===== src/rtl/pump_duty_decoder_pkg.sv =====
// -----------------------------------------------------------------------------
// pump_duty_decoder_pkg
// Shared definitions for the pump PWM duty decoder and the VCXO controller:
// FSM state encoding, default measurement parameters and a small
// absolute-difference helper used by the lock qualification.
// -----------------------------------------------------------------------------
package pump_duty_decoder_pkg;

    // Full-scale PWM count of the VCXO controller; the pump PWM period is
    // nominally this many clk_in cycles, so the two blocks share the value.
    localparam int PWM_MAX = 32000;

    // Default decoder parameters.
    localparam int PERIOD_NOM_DEF = PWM_MAX;
    localparam int PERIOD_TOL_DEF = 16;
    localparam int STABLE_N_DEF   = 4;

    // Counter width: holds 2*PERIOD_NOM for any PERIOD_NOM <= 65535.
    localparam int CNT_W = 17;

    typedef enum logic [1:0] {
        ST_IDLE      = 2'd0,
        ST_WAIT_RISE = 2'd1,
        ST_MEASURE   = 2'd2
    } pdd_state_e;

    // |a - b| without wrap-around, for period and duty deviation checks.
    function automatic logic [CNT_W-1:0] abs_diff(input logic [CNT_W-1:0] a,
                                                  input logic [CNT_W-1:0] b);
        if (a >= b) begin
            abs_diff = a - b;
        end else begin
            abs_diff = b - a;
        end
    endfunction

endpackage


===== src/rtl/pump_duty_decoder_edge.sv =====
// -----------------------------------------------------------------------------
// pump_edge_sync
// Two-flop synchronizer for the asynchronous pump line followed by a
// registered rising-edge detector. level and rise are time-aligned: the cycle
// rise is high is also the first cycle level is high.
// Ports:
//   clk_in  - clock, rising edge
//   reset   - synchronous active-high reset, clears every flop
//   pump_in - asynchronous PWM pump line
//   level   - synchronized pump level (delayed copy of the sync flop)
//   rise    - one-cycle pulse on a synchronized 0->1 transition
// -----------------------------------------------------------------------------
module pump_edge_sync (
    input  logic clk_in,
    input  logic reset,
    input  logic pump_in,
    output logic level,
    output logic rise
);

    logic meta_r;
    logic sync_r;
    logic prev_r;
    logic rise_r;

    // Synchronizer chain and registered edge detector.
    always_ff @(posedge clk_in) begin
        if (reset) begin
            meta_r <= 1'b0;
            sync_r <= 1'b0;
            prev_r <= 1'b0;
            rise_r <= 1'b0;
        end else begin
            meta_r <= pump_in;
            sync_r <= meta_r;
            prev_r <= sync_r;
            rise_r <= sync_r & ~prev_r;
        end
    end

    assign level = prev_r;
    assign rise  = rise_r;

endmodule


===== src/rtl/pump_duty_decoder.sv =====
// -----------------------------------------------------------------------------
// pump_duty_decoder
// Measures period and high-time of the pump PWM line, flags stuck lines and
// qualifies a stable (locked) PWM.
// Parameters:
//   PERIOD_NOM - nominal PWM period in clk_in cycles
//   PERIOD_TOL - allowed period deviation for a good period
//   STABLE_N   - consecutive good periods needed for locked
// Ports:
//   clk_in, reset      - clock and synchronous active-high reset
//   enable             - low halts measurement and discards a partial period
//   pump_in            - asynchronous pump PWM line
//   duty, period       - high-time and length of the last period (cycles)
//   duty_valid         - one-cycle strobe when duty/period update
//   locked             - STABLE_N consecutive good periods seen
//   stuck_high/low     - no edge for 2*PERIOD_NOM cycles at level 1/0
// -----------------------------------------------------------------------------
module pump_duty_decoder
    import pump_duty_decoder_pkg::*;
#(
    parameter int PERIOD_NOM = PERIOD_NOM_DEF,
    parameter int PERIOD_TOL = PERIOD_TOL_DEF,
    parameter int STABLE_N   = STABLE_N_DEF
) (
    input  logic              clk_in,
    input  logic              reset,
    input  logic              enable,
    input  logic              pump_in,
    output logic [CNT_W-1:0]  duty,
    output logic [CNT_W-1:0]  period,
    output logic              duty_valid,
    output logic              locked,
    output logic              stuck_high,
    output logic              stuck_low
);

    localparam int GOOD_W = $clog2(STABLE_N + 1);

    localparam logic [CNT_W-1:0]  NOM_C     = CNT_W'(PERIOD_NOM);
    localparam logic [CNT_W-1:0]  TOL_C     = CNT_W'(PERIOD_TOL);
    localparam logic [CNT_W-1:0]  TIMEOUT_C = CNT_W'(2 * PERIOD_NOM);
    localparam logic [GOOD_W-1:0] STABLE_C  = GOOD_W'(STABLE_N);

    logic level_s;
    logic rise_s;

    pdd_state_e       state_r,      state_s;
    logic [CNT_W-1:0] period_cnt_r, period_cnt_s;
    logic [CNT_W-1:0] high_cnt_r,   high_cnt_s;
    logic [CNT_W-1:0] duty_r,       duty_s;
    logic [CNT_W-1:0] period_r,     period_s;
    logic             dv_r,         dv_s;
    logic             locked_r,     locked_s;
    logic             stuck_high_r, stuck_high_s;
    logic             stuck_low_r,  stuck_low_s;
    logic [GOOD_W-1:0] good_cnt_r,  good_cnt_s;
    logic             have_prev_r,  have_prev_s;

    logic              period_ok_s;
    logic              duty_ok_s;
    logic [GOOD_W-1:0] good_inc_s;

    pump_edge_sync u_edge (
        .clk_in  (clk_in),
        .reset   (reset),
        .pump_in (pump_in),
        .level   (level_s),
        .rise    (rise_s)
    );

    // The duty comparison needs a previous duty from the same run of edges;
    // after WAIT_RISE the first measurement has none and is never good.
    assign period_ok_s = (abs_diff(period_cnt_r, NOM_C) <= TOL_C);
    assign duty_ok_s   = have_prev_r && (abs_diff(high_cnt_r, duty_r) <= 17'd1);
    assign good_inc_s  = (good_cnt_r >= STABLE_C) ? STABLE_C : (good_cnt_r + 1'b1);

    // Next-state and output logic of the measurement FSM.
    always_comb begin
        state_s      = state_r;
        period_cnt_s = period_cnt_r;
        high_cnt_s   = high_cnt_r;
        duty_s       = duty_r;
        period_s     = period_r;
        dv_s         = 1'b0;
        locked_s     = locked_r;
        stuck_high_s = stuck_high_r;
        stuck_low_s  = stuck_low_r;
        good_cnt_s   = good_cnt_r;
        have_prev_s  = have_prev_r;

        case (state_r)
            ST_IDLE: begin
                period_cnt_s = 17'd0;
                high_cnt_s   = 17'd0;
                good_cnt_s   = '0;
                have_prev_s  = 1'b0;
                locked_s     = 1'b0;
                if (enable) begin
                    state_s = ST_WAIT_RISE;
                end else begin
                    state_s = ST_IDLE;
                end
            end

            ST_WAIT_RISE: begin
                if (!enable) begin
                    state_s      = ST_IDLE;
                    period_cnt_s = 17'd0;
                    high_cnt_s   = 17'd0;
                    good_cnt_s   = '0;
                    have_prev_s  = 1'b0;
                    locked_s     = 1'b0;
                end else if (rise_s) begin
                    // First edge only opens a measurement window.
                    state_s      = ST_MEASURE;
                    period_cnt_s = 17'd1;
                    high_cnt_s   = 17'd1;
                    stuck_high_s = 1'b0;
                    stuck_low_s  = 1'b0;
                end else begin
                    state_s = ST_WAIT_RISE;
                end
            end

            ST_MEASURE: begin
                if (!enable) begin
                    // Partial period is dropped; published values hold.
                    state_s      = ST_IDLE;
                    period_cnt_s = 17'd0;
                    high_cnt_s   = 17'd0;
                    good_cnt_s   = '0;
                    have_prev_s  = 1'b0;
                    locked_s     = 1'b0;
                end else if (rise_s) begin
                    // A rise wins over a coincident timeout.
                    period_s     = period_cnt_r;
                    duty_s       = high_cnt_r;
                    dv_s         = 1'b1;
                    period_cnt_s = 17'd1;
                    high_cnt_s   = 17'd1;
                    have_prev_s  = 1'b1;
                    stuck_high_s = 1'b0;
                    stuck_low_s  = 1'b0;
                    if (period_ok_s && duty_ok_s) begin
                        good_cnt_s = good_inc_s;
                        locked_s   = (good_inc_s == STABLE_C);
                    end else begin
                        good_cnt_s = '0;
                        locked_s   = 1'b0;
                    end
                end else if (period_cnt_r >= TIMEOUT_C) begin
                    // No edge for two nominal periods: report a stuck line.
                    state_s      = ST_WAIT_RISE;
                    period_s     = TIMEOUT_C;
                    dv_s         = 1'b1;
                    locked_s     = 1'b0;
                    good_cnt_s   = '0;
                    have_prev_s  = 1'b0;
                    stuck_high_s = level_s;
                    stuck_low_s  = ~level_s;
                    if (level_s) begin
                        duty_s = NOM_C;
                    end else begin
                        duty_s = 17'd0;
                    end
                end else begin
                    period_cnt_s = period_cnt_r + 17'd1;
                    if (level_s) begin
                        high_cnt_s = high_cnt_r + 17'd1;
                    end else begin
                        high_cnt_s = high_cnt_r;
                    end
                end
            end

            default: begin
                state_s      = ST_IDLE;
                period_cnt_s = 17'd0;
                high_cnt_s   = 17'd0;
                good_cnt_s   = '0;
                have_prev_s  = 1'b0;
                locked_s     = 1'b0;
            end
        endcase
    end

    // State, counter and output registers.
    always_ff @(posedge clk_in) begin
        if (reset) begin
            state_r      <= ST_IDLE;
            period_cnt_r <= 17'd0;
            high_cnt_r   <= 17'd0;
            duty_r       <= 17'd0;
            period_r     <= 17'd0;
            dv_r         <= 1'b0;
            locked_r     <= 1'b0;
            stuck_high_r <= 1'b0;
            stuck_low_r  <= 1'b0;
            good_cnt_r   <= '0;
            have_prev_r  <= 1'b0;
        end else begin
            state_r      <= state_s;
            period_cnt_r <= period_cnt_s;
            high_cnt_r   <= high_cnt_s;
            duty_r       <= duty_s;
            period_r     <= period_s;
            dv_r         <= dv_s;
            locked_r     <= locked_s;
            stuck_high_r <= stuck_high_s;
            stuck_low_r  <= stuck_low_s;
            good_cnt_r   <= good_cnt_s;
            have_prev_r  <= have_prev_s;
        end
    end

    assign duty       = duty_r;
    assign period     = period_r;
    assign duty_valid = dv_r;
    assign locked     = locked_r;
    assign stuck_high = stuck_high_r;
    assign stuck_low  = stuck_low_r;

endmodule


===== config.mk =====
export PLATFORM = sky130hd
export DESIGN_NAME = pump_duty_decoder
export DESIGN_NICKNAME = d
export VERILOG_FILES = /design/src/rtl/pump_duty_decoder_pkg.sv /design/src/rtl/pump_duty_decoder_edge.sv /design/src/rtl/pump_duty_decoder.sv
export SDC_FILE = /design/constraint.sdc
export NUM_CORES = 1
export LEC_CHECK = 0
export CAP_MARGIN = 20
export CORE_AREA = 5 5 88 171
export CTS_CLUSTER_SIZE = 25
export DETAILED_ROUTE_END_ITERATION = 8
export DIE_AREA = 0 0 93 176
export HOLD_SLACK_MARGIN = 0.03
export PLACE_DENSITY = 0.69
export SYNTH_ARGS = -nofsm -noshare
export SYNTH_HDL_FRONTEND = slang
export SYNTH_SLANG_ARGS = --single-unit

===== constraint.sdc =====
create_clock -name clk_in -period 3.37 [get_ports clk_in]
set_input_delay 0.337 -clock clk_in [delete_from_list [all_inputs] [get_ports clk_in]]
set_output_delay 0.337 -clock clk_in [all_outputs]
set_load 0.05 [all_outputs]

==> metrics.txt, run 1 <==
outcome=finished, final reports clean; I/O Pins=42; P&R area growth vs syn=27.7%; DR DRC count=0; Unique masters post-synth=between 70 and 80; CTS buffer count=9; grt ovf=0; fmax=about 300 MHz; Sink Count=82; WL per Instance=19.9 microns; WHS=440 ps; wirelength, routed=between 20000 and 25000 microns; Synth async-reset ratio=0%; critical path type=reg -> reg; Slew headroom=47.0%; Post-Syn Nets=843; power per cell area=approximately 270 nW/um^2; # setup viols final=0; minimum clock period=3370 ps; Die Y=176 microns; Tcrit/Tclk final=99.9%; clock buffer depth=2; Synth area leader=dfxtp_1; Crit path arrival time=3660 ps; Fin. Hold Viols=0; Reg clk slew, reported paths=70 ps; Final TNS setup=0 ps; antenna diode count=0; Std-Cell Rows=60; TritonCTS clock tree=done; FILL cells=around 1300; first-pass iteration count of the detailed router=5; dominant synthesized flop cell=dfxtp_1; worst-path maximum fanout=6; worst skew pair latency=350 ps; layout cells sized above 1=19.7%; GP Congestion=1.01; htree depth=3; hold-critical path depth=1; largest net degree at the start of global routing=between 50 and 60; number of synthesized flops with an enable pin=0; Die Wd=93 microns; top cell type's share of synthesized area=27.1%; Worst Tran Pin Value=794 ps; Die Area=16400 sq um; Area contributors post-synth=dfxtp_1, ha_1, nor2_1; number of vias in the routed layout=about 6400; post-synthesis cell count=790; Yosys warning count=0; detailed router's first-iteration violation count=353; Root Driver=clkbuf_16; flops & latches, synth=82; LEAKAGE=a little over 3 nW; hold crit path type=reg -> reg; Placed Cells=1026; port bufs=41; Tot GR Track Use=about a quarter; startpoint type of the worst setup path=flip-flop; Final HPWL DP=16000 microns; antenna violations before repair=0; Post-Synthesis Cell Area=6050 sq um; first-pass GRT wire length=32600 microns; Slew Viols, Final=0; CP required=3660 ps; Worst VDD drop=about 250 uV; number of global-route vias before repair=6509; cts-stage hold buffer count=0; post-layout util=57.2%; post-route insts no fill=1045; Pwr Total=2.08 mW; endpoint class of the critical path=flip-flop; DRT antenna net count=0; Via density=approximately 6.1; core area=around 14000 sq um; Final Net Count=938; Starting Density=44.8%; Clock Skews=roughly 8.6 ps; Seq/Total Area, Yosys=27.1%; reported max-cap violation count=0; Synth Area per Inst=7.66 sq um; R2R depth=13
area by class of cell:
cell class,instances,area (sq um),area share (%)
Tap cell,155,194,2.51
Clock inverter,5,62.6,0.810
Timing Repair Buffer,133,1110,14.4
Sequential cell,82,1660,21.5
Multi-Input combinational cell,599,4220,54.6
Inverter,60,225,2.91
Clock buffer,11,253,3.27
synthesized netlist by cell type (all sizes together) (6+ instances only):
master  count
buf         9
nor2      101
a31oi      12
o31ai       7
clkbuf     40
o21a        7
nor2b       9
and2        7
or3         7
a22oi      25
mux2i       7
nor4        8
a21o       14
xnor2      26
nand2      45
and3       11
a21oi      49
xor2       10
o21ai      38
or2         7
dfxtp      82
nor3       23
nand4      15
nand3      21
ha         47
o22ai       6
a211oi     23
inv        60
timing repair:
| item | CTS | global route |
|---|---|---|
| pin swaps | 1 | 14 |
| endpoints found under the setup margin | 4 | 7 |
| gates resized for setup | 4 | 53 |
| setup buffers | 0 | 3 |
final timing paths:
path	startpoint	to	slack [ps]
worst max register to register	high_cnt_r[4]	good_cnt_r[1]	2
worst min-delay path	u_edge.level	u_edge.rise	440
worst max-delay path	high_cnt_r[4]	good_cnt_r[1]	2
worst min register to register	u_edge.level	u_edge.rise	440
layout by cell type (no fill, tap or decap), types with 7 or more instances in the layout:
| cell | count |
|---|---|
| nor2_1 | 100 |
| buf_4 | 90 |
| dfxtp_1 | 69 |
| inv_1 | 60 |
| nand2_1 | 45 |
| a21oi_1 | 45 |
| clkdlybuf4s50_1 | 40 |
| ha_1 | 38 |
| o21ai_0 | 31 |
| xnor2_1 | 26 |
| a22oi_1 | 25 |
| nor3_1 | 21 |
| a211oi_1 | 20 |
| nand3_1 | 19 |
| nand4_1 | 15 |
| a21o_1 | 14 |
| dfxtp_2 | 12 |
| and3_1 | 11 |
| a31oi_1 | 11 |
| xor2_1 | 10 |
| nor2b_1 | 9 |
| clkbuf_16 | 9 |
| or3_1 | 7 |
| or2_2 | 7 |
| o21a_1 | 7 |
| mux2i_1 | 7 |
where the power goes:
part / switching (mW) / internal (mW) / total [mW] / leakage, nW
Sequential: 0.00173 / 0.971 / 0.972 / 0.668
Combinational: 0.0398 / 0.0220 / 0.0619 / 2.30
Clock: 0.433 / 0.618 / 1.05 / 0.148
Total: 0.475 / 1.61 / 2.08 / 3.11
worst max-delay path, stage by stage (launching register included):
cell	delay, ps
dfxtp_1	320
buf_4	140
inv_1	120
ha_1	310
a21oi_1	110
o21ai_0	450
a2111oi_2	150
buf_4	180
o21ai_0	170
mux2i_1	120
xnor2_1	160
or4b_1	550
and4bb_1	360
a32o_1	180
state kept, by name, indices dropped and copies added (netlist names):
name	flops
duty	17
high_cnt_r	17
period	17
period_cnt_r	17
good_cnt_r	3
state_r	2
duty_valid	1
have_prev_r	1
locked	1
stuck_high	1
stuck_low	1
u_edge.level	1
u_edge.meta_r	1
u_edge.rise	1
u_edge.sync_r	1
metrics by stage:
stage          setup WS [ps]  cell area (sq um)
3_5_place_dp           -81.9               7140
3_3_place_gp            21.7               7140
2_1_floorplan          0.993               6060
6_report                2.26               7730
4_1_cts                 12.9               7480
5_1_grt                 -192               7730
kinds of logic after synthesis:
kind of cell	Yosys count	share of synthesized area, %
AO/OA/AOI/OAI	231	26.1
XOR/XNOR	36	5.21
adder cells (fa/ha/maj)	49	10.4
buffers and inverters	109	7.05
flip-flops	82	27.1
multiplexers	7	1.16
AND/OR/NAND/NOR	276	23.0
per-layer routing:
metal | vias up | GRT usage [%] | wire length [microns]
met4 | 0 | 21.7 | 1940
li1 | 3035 | - | -
met1 | 2980 | 23.1 | 6780
met5 | - | 0 | 0
met2 | 225 | 48.0 | 11300
met3 | 119 | 3.41 | 773
(Power assumes the default switching activity.)
==> run 2: changes to the inputs <==
--- a/config.mk
+++ b/config.mk
@@ -12,6 +12,7 @@
 export DIE_AREA = 0 0 93 176
 export HOLD_SLACK_MARGIN = 0.03
 export PLACE_DENSITY = 0.69
+export RECOVER_POWER = 50
 export SYNTH_ARGS = -nofsm -noshare
 export SYNTH_HDL_FRONTEND = slang
 export SYNTH_SLANG_ARGS = --single-unit
==> run 2 against run 1 <==
Compared with the run above:
- the run now ends with max-capacitance violations, max-slew violations, negative setup slack left
- via count about the same
- largest power group unchanged
- critical endpoint unchanged
- global-route usage unchanged
- core utilization down 0.093 points
- power down 0.17%
- largest cell class unchanged
- highest routed layer unchanged
- worst setup slack worse by 10 ps
- clock skew up 0.81 ps
- first-iteration DRC count up 2.8%
- flip-flop and latch count unchanged
==> metrics.txt, run 2 (same netlist as run 1, synthesis figures left out) <==
first-pass GRT wire length=32600 microns (unchanged); Crit path arrival time=3660 ps (about the same); Final Net Count=938 (unchanged); critical path type=reg -> reg; largest net degree at the start of global routing=53 (unchanged); Tcrit/Tclk final=100% (+0.30 points); antenna diode count=0 (unchanged); htree depth=3 (unchanged); FILL cells=1269 (+0.48%); Final HPWL DP=16000 microns (unchanged); P&R area growth vs syn=27.5%; Tot GR Track Use=25.5% (unchanged); DRT antenna net count=0 (unchanged); worst path cell trace=buf_4 -> inv_1 -> ha_1 -> a21oi_1 -> o21ai_0 -> a2111oi_2 -> buf_4 -> o21ai_0 -> mux2i_1 -> xnor2_1 -> or4b_1 -> and4bb_1 -> a32o_1; Via density=6.09 (about the same); clock buffer depth=2 (unchanged); Slowest-stage cell, CP=or4b_1; startpoint type of the worst setup path=flip-flop; antenna violations before repair=0 (unchanged); Placed Cells=1026 (unchanged); R2R depth=13 (unchanged); number of vias in the routed layout=6362 (+0.047%); layout cells sized above 1=19.2% (-0.45 points); GRT Max-Usage Layer=met2; outcome=complete, but fails checks; Worst Tran Pin Value=2550 ps (+1760 ps); core area=13500 sq um (unchanged); grt ovf=0 (unchanged); # setup viols final=1 (+1); Final TNS setup=-7.77 ps (-7.77 ps); Fin. Hold Viols=0 (unchanged); detailed router's first-iteration violation count=363 (+2.8%); area taken by multi-input logic gates=4220 sq um (about the same); Slew Viols, Final=53 (+53); Die Wd=93 microns (unchanged); worst skew pair latency=340 ps (about the same); GP Congestion=1.01 (unchanged); WL per Instance=19.9 microns (-0.20%); failing checks=max-capacitance violations, max-slew violations, negative setup slack; CTS buffer count=9 (unchanged); cts-stage hold buffer count=0 (unchanged); worst-path maximum fanout=6 (unchanged); reg2reg start=high_cnt_r[4]; fmax=296 MHz (-0.30%); DR DRC count=0 (unchanged); commonest non-fill, non-tap cell in the layout=nor2_1; Worst VDD drop=250 uV (+0.21%); first-pass iteration count of the detailed router=5 (unchanged); HP Start=u_edge.level; CP required=3660 ps (about the same); Std-Cell Rows=60 (unchanged); I/O Pins=42 (unchanged); LEAKAGE=3.24 nW (+4.0%); r2r endpoint=good_cnt_r[1]; endpoint class of the critical path=flip-flop; M2 GR Usage=48.0% (unchanged); Slew headroom=-70.3% (-120 points); met1 Usage GRT=23.1% (unchanged); port bufs=41 (unchanged); Die Area=16400 sq um (unchanged); Root Driver=clkbuf_16; slowest stage delay, CP=550 ps (about the same); TritonCTS clock tree=done; met3 Use GR=3.41% (unchanged); reg2reg setup slack=-8 ps (about the same); post-route insts no fill=1045 (unchanged); Hold EP=u_edge.rise; number of global-route vias before repair=6509 (unchanged); setup ws final=-7.77 ps (-10.0 ps); most frequent cells in the layout=nor2_1, buf_4, dfxtp_1; FF+latch area=1660 sq um (unchanged); Die Y=176 microns (unchanged); Sink Count=82 (unchanged); Reg clk slew, reported paths=70 ps (about the same); Clock Skews=9.38 ps (+0.809 ps); power per cell area=270 nW/um^2 (about the same); Starting Density=44.8% (unchanged); minimum clock period=3380 ps (+10.0 ps); hold crit path type=reg -> reg; hold-critical path depth=1 (unchanged); reported max-cap violation count=1 (+1); wirelength, routed=20700 microns (-0.20%)
==> run 2: cell type report <==
type                       count  share of cell area (%)
multi-input combinational    599                    54.7
sequential                    82                    21.5
timing repair buffer         133                    14.3
clock buffer                  11                    3.28
inverter                      60                    2.92
tap                          155                    2.51
clock inverter                 5                   0.811
==> run 2: critical path: cells and delay by family (launching register included) <==
kind	cells	cell delay [ps]
AO/OA/AOI/OAI	5	1070
AND/OR/NAND/NOR	2	910
buffers and inverters	3	440
flip-flops	1	320
adder cells (fa/ha/maj)	1	320
XOR/XNOR	1	160
multiplexers	1	120
==> run 2: repair_timing <==
action | CTS | global route
pin swaps | 1 | 14
resized for setup | 4 | 53
setup endpoints to repair | 4 | 7
setup buffers | 0 | 3
==> run 2: worst max-delay path by stage <==
| stage | start | end | slack (ps) | depth (start not counted) |
|---|---|---|---|---|
| 5_1_grt | high_cnt_r[4] | good_cnt_r[1] | -190 | 13 |
| 4_1_cts | duty[8] | good_cnt_r[1] | 10 | 13 |
| 2_1_floorplan | duty[2] | good_cnt_r[1] | 1 | 12 |
| 3_3_place_gp | duty[8] | good_cnt_r[1] | 20 | 13 |
| 6_report | high_cnt_r[4] | good_cnt_r[1] | -8 | 13 |
| 3_5_place_dp | high_cnt_r[0] | good_cnt_r[1] | -80 | 14 |
==> run 2: power breakdown <==
part	total, mW	switching, mW	leakage (nW)	internal (mW)
combinational	0.0612	0.0399	2.42	0.0213
sequential	0.972	0.00173	0.668	0.971
clock	1.05	0.430	0.148	0.618
total	2.08	0.472	3.24	1.61
==> run 2: metal layers <==
layer | wire length (microns) | share of wire, %
met1 | 6790 | 33
met2 | 11300 | 55
met3 | 723 | 3.5
met4 | 1920 | 9.2
met5 | 0 | 0
==> run 2: through the flow <==
step	hold WS (ps)	utilization, %	total power [mW]	setup slack, ps	instance area, sq um
floorplan	407	-	1.03	0.993	6060
CTS	442	55.3	2.10	12.9	7480
global route	465	57.1	2.15	-192	7710
finish	440	57.1	2.08	-7.77	7710
global placement	425	52.9	1.05	21.7	7140
detailed placement	432	52.9	1.05	-81.9	7140
==> run 3: changes to the inputs <==
--- a/config.mk
+++ b/config.mk
@@ -15,4 +15,5 @@
 export RECOVER_POWER = 50
 export SYNTH_ARGS = -nofsm -noshare
 export SYNTH_HDL_FRONTEND = slang
+export SYNTH_HIERARCHICAL = 1
 export SYNTH_SLANG_ARGS = --single-unit
==> run 3 against run 2 <==
Compared with the run above:
- the flow now finishes without violations
- fmax increased by 4.7%
- critical path type unchanged
- via count shrank 3.0%
- synthesized area grew 0.33%
- flip-flop and latch count stayed put
==> metrics.txt, run 3 <==
detailed router's first-iteration violation count=302 (-17%); Die Area=16400 sq um (unchanged); Starting Density=44.9% (+0.15 points); post-route insts no fill=1007 (-3.6%); outcome=finished, final reports clean; top cell type's share of synthesized area=27.0% (-0.089 points); endpoint class of the critical path=flip-flop; LEAKAGE=2.97 nW (-8.3%); Commonest cells post-synth=nor2_1, dfxtp_1, a21oi_1; Die Wd=93 microns (unchanged); Sw Ratio=21.3% (-1.4 points); Area contributors post-synth=dfxtp_1, ha_1, nor2_1; hold crit path type=in -> reg; Tcrit/Tclk final=95.7% (-4.5 points); WL per Instance=19.7 microns (-0.56%); slowest stage delay, CP=780 ps (+230 ps); reported max-cap violation count=0 (-1); worst skew pair latency=350 ps (about the same); commonest non-fill, non-tap cell in the layout=nor2_1; Via density=6.13 (+0.61%); antenna violations before repair=0 (unchanged); number of synthesized flops with an enable pin=0 (unchanged); Clock Skews=9.33 ps (-0.0524 ps); Die Y=176 microns (unchanged); layout cells sized above 1=17.8% (-1.4 points); worst path cell trace=buf_4 -> inv_1 -> ha_1 -> a311o_1 -> a41oi_1 -> o21ai_1 -> nand2_1 -> nor2_1 -> nor3_1 -> buf_4 -> nor2_1; Fin. Hold Viols=0 (unchanged); Pint=1.80 mW (+12%); Worst Tran Pin Value=1290 ps (-1260 ps); CP required=3610 ps (-50 ps); clock share of power=54.2% (+3.9 points); sequential power share=42.7% (-4.0 points); Seq/Total Area, Yosys=27.0% (-0.089 points); setup ws final=143 ps (+151 ps); dominant synthesized flop cell=dfxtp_1; cts-stage hold buffer count=0 (unchanged); Synth area leader=dfxtp_1; clock buffer depth=2 (unchanged); CTS buffer count=9 (unchanged); first-pass GRT wire length=31100 microns (-4.6%); DR DRC count=0 (unchanged); Post-Synthesis Cell Area=6070 sq um (+0.33%); post-synthesis cell count=771 (-2.4%); GP Congestion=0.956 (-5.0%); antenna diode count=0 (unchanged); flops & latches, synth=82 (unchanged); port bufs=41 (unchanged); Final HPWL DP=15100 microns (-5.4%); Worst VDD drop=240 uV (-3.9%); Slew headroom=13.7% (+84 points); FILL cells=1315 (+3.6%); Tot GR Track Use=24.3% (-1.2 points); Final Net Count=901 (-3.9%); critical path type=reg -> reg; worst-path maximum fanout=7 (+1); power per cell area=304 nW/um^2 (+13%); Sink Count=82 (unchanged); Std-Cell Rows=60 (unchanged); largest net degree at the start of global routing=29 (-45%); most frequent cells in the layout=nor2_1, dfxtp_1, buf_4; DRT antenna net count=0 (unchanged); fmax=310 MHz (+4.7%); Post-Syn Nets=824 (-2.3%); Slew Viols, Final=0 (-100%); Comb power frac=3.1% (+0.2 points); Placed Cells=982 (-4.3%); Crit path arrival time=3460 ps (-200 ps); number of global-route vias before repair=6222 (-4.4%); I/O Pins=42 (unchanged); first-pass iteration count of the detailed router=7 (+2); Crit path max-delay family=simple AND/OR/NAND/NOR gates; Reg clk slew, reported paths=70 ps (about the same); # setup viols final=0 (-1); Synth Area per Inst=7.87 sq um (+2.8%); wirelength, routed=19900 microns (-4.2%); Pwr Total=2.28 mW (+9.6%); Slowest-stage cell, CP=nor3_1; Yosys warning count=6 (+6); Unique masters post-synth=87 (+23%); startpoint type of the worst setup path=flip-flop; minimum clock period=3230 ps (-151 ps); htree depth=3 (unchanged); Synth async-reset ratio=0% (unchanged); number of vias in the routed layout=6168 (-3.0%); TritonCTS clock tree=done; Place WS=-25.4 ps (+56.5 ps); worst path bufs/invs=3 (unchanged); P&R area growth vs syn=23.4%; Switch Pwr=0.485 mW (+2.7%); grt ovf=0 (unchanged); core area=13500 sq um (unchanged); Root Driver=clkbuf_16; count leader, synth=nor2_1
## run 3: cell count changes after synthesis, moves of 6 or more
cell,change
a21oi_1,+7
buf_2,-7
o31ai_1,-6
a21o_1,-6
clkbuf_1,-10
buf_4,+8
## run 3: cell type report
| cell class | instances | area (sq um) | share of cell area, % |
|---|---|---|---|
| multi-input cells | 586 | 4080 | 54.5 |
| clock inverters | 6 | 138 | 1.84 |
| clock buffers | 9 | 225 | 3.01 |
| well taps | 155 | 194 | 2.59 |
| repair buffers | 113 | 983 | 13.1 |
| flip-flops and latches | 82 | 1660 | 22.1 |
| inverters | 56 | 210 | 2.81 |
## run 3: kinds of logic after synthesis
logic type,after synthesis,share of synthesized area [%]
mux,6,0.989
simple gates,270,22.7
flops,82,27.0
buf+inv,103,7.69
fa+ha+maj,49,10.3
compound gates,222,25.6
xor+xnor,39,5.63
## run 3: routing by layer
metal,vias up,routed length [microns],GRT usage (%)
met5,-,0,0
met4,0,1500,18.0
met3,98,628,2.73
met2,225,11100,47.5
met1,2935,6680,21.9
li1,2910,-,-
## run 3: path summary, 6_finish.rpt
path / startpoint / endpoint / slack [ps] / cells past startpoint
hold reg to reg: u_edge/meta_r / u_edge/sync_r / 460 / 1
setup / recovery: period_cnt_r[8] / high_cnt_r[9] / 140 / 11
hold / removal: reset / stuck_high / 450 / 2
setup reg to reg: period_cnt_r[8] / high_cnt_r[9] / 140 / 11
## run 3: what timing repair did
| item | in CTS | in global routing |
|---|---|---|
| hold endpoints to repair | 0 | 0 |
| setup buffers | 0 | 10 |
| resized for setup | 3 | 33 |
| pin swaps | 0 | 21 |
| endpoints found under the setup margin | 4 | 4 |
## run 3: power by group through the flow
stage / Combinational, mW / Sequential (mW) / Clock (mW)
6_report: 0.0709 / 0.973 / 1.24
5_1_grt: 0.0763 / 0.973 / 1.29
4_1_cts: 0.0694 / 0.974 / 1.25
3_5_place_dp: 0.0687 / 0.996 / 0
3_3_place_gp: 0.0683 / 0.996 / 0
2_1_floorplan: 0.0397 / 0.996 / 0
## run 3: stage by stage
step	hold WS [ps]	instance area [sq um]	setup TNS, ps	util [%]
6_report	455	7490	0	55.4
3_5_place_dp	430	6930	-45.2	51.3
2_1_floorplan	408	6080	0	-
5_1_grt	468	7490	-69.9	55.4
3_3_place_gp	427	6930	0	51.3
4_1_cts	456	7300	0	54.0
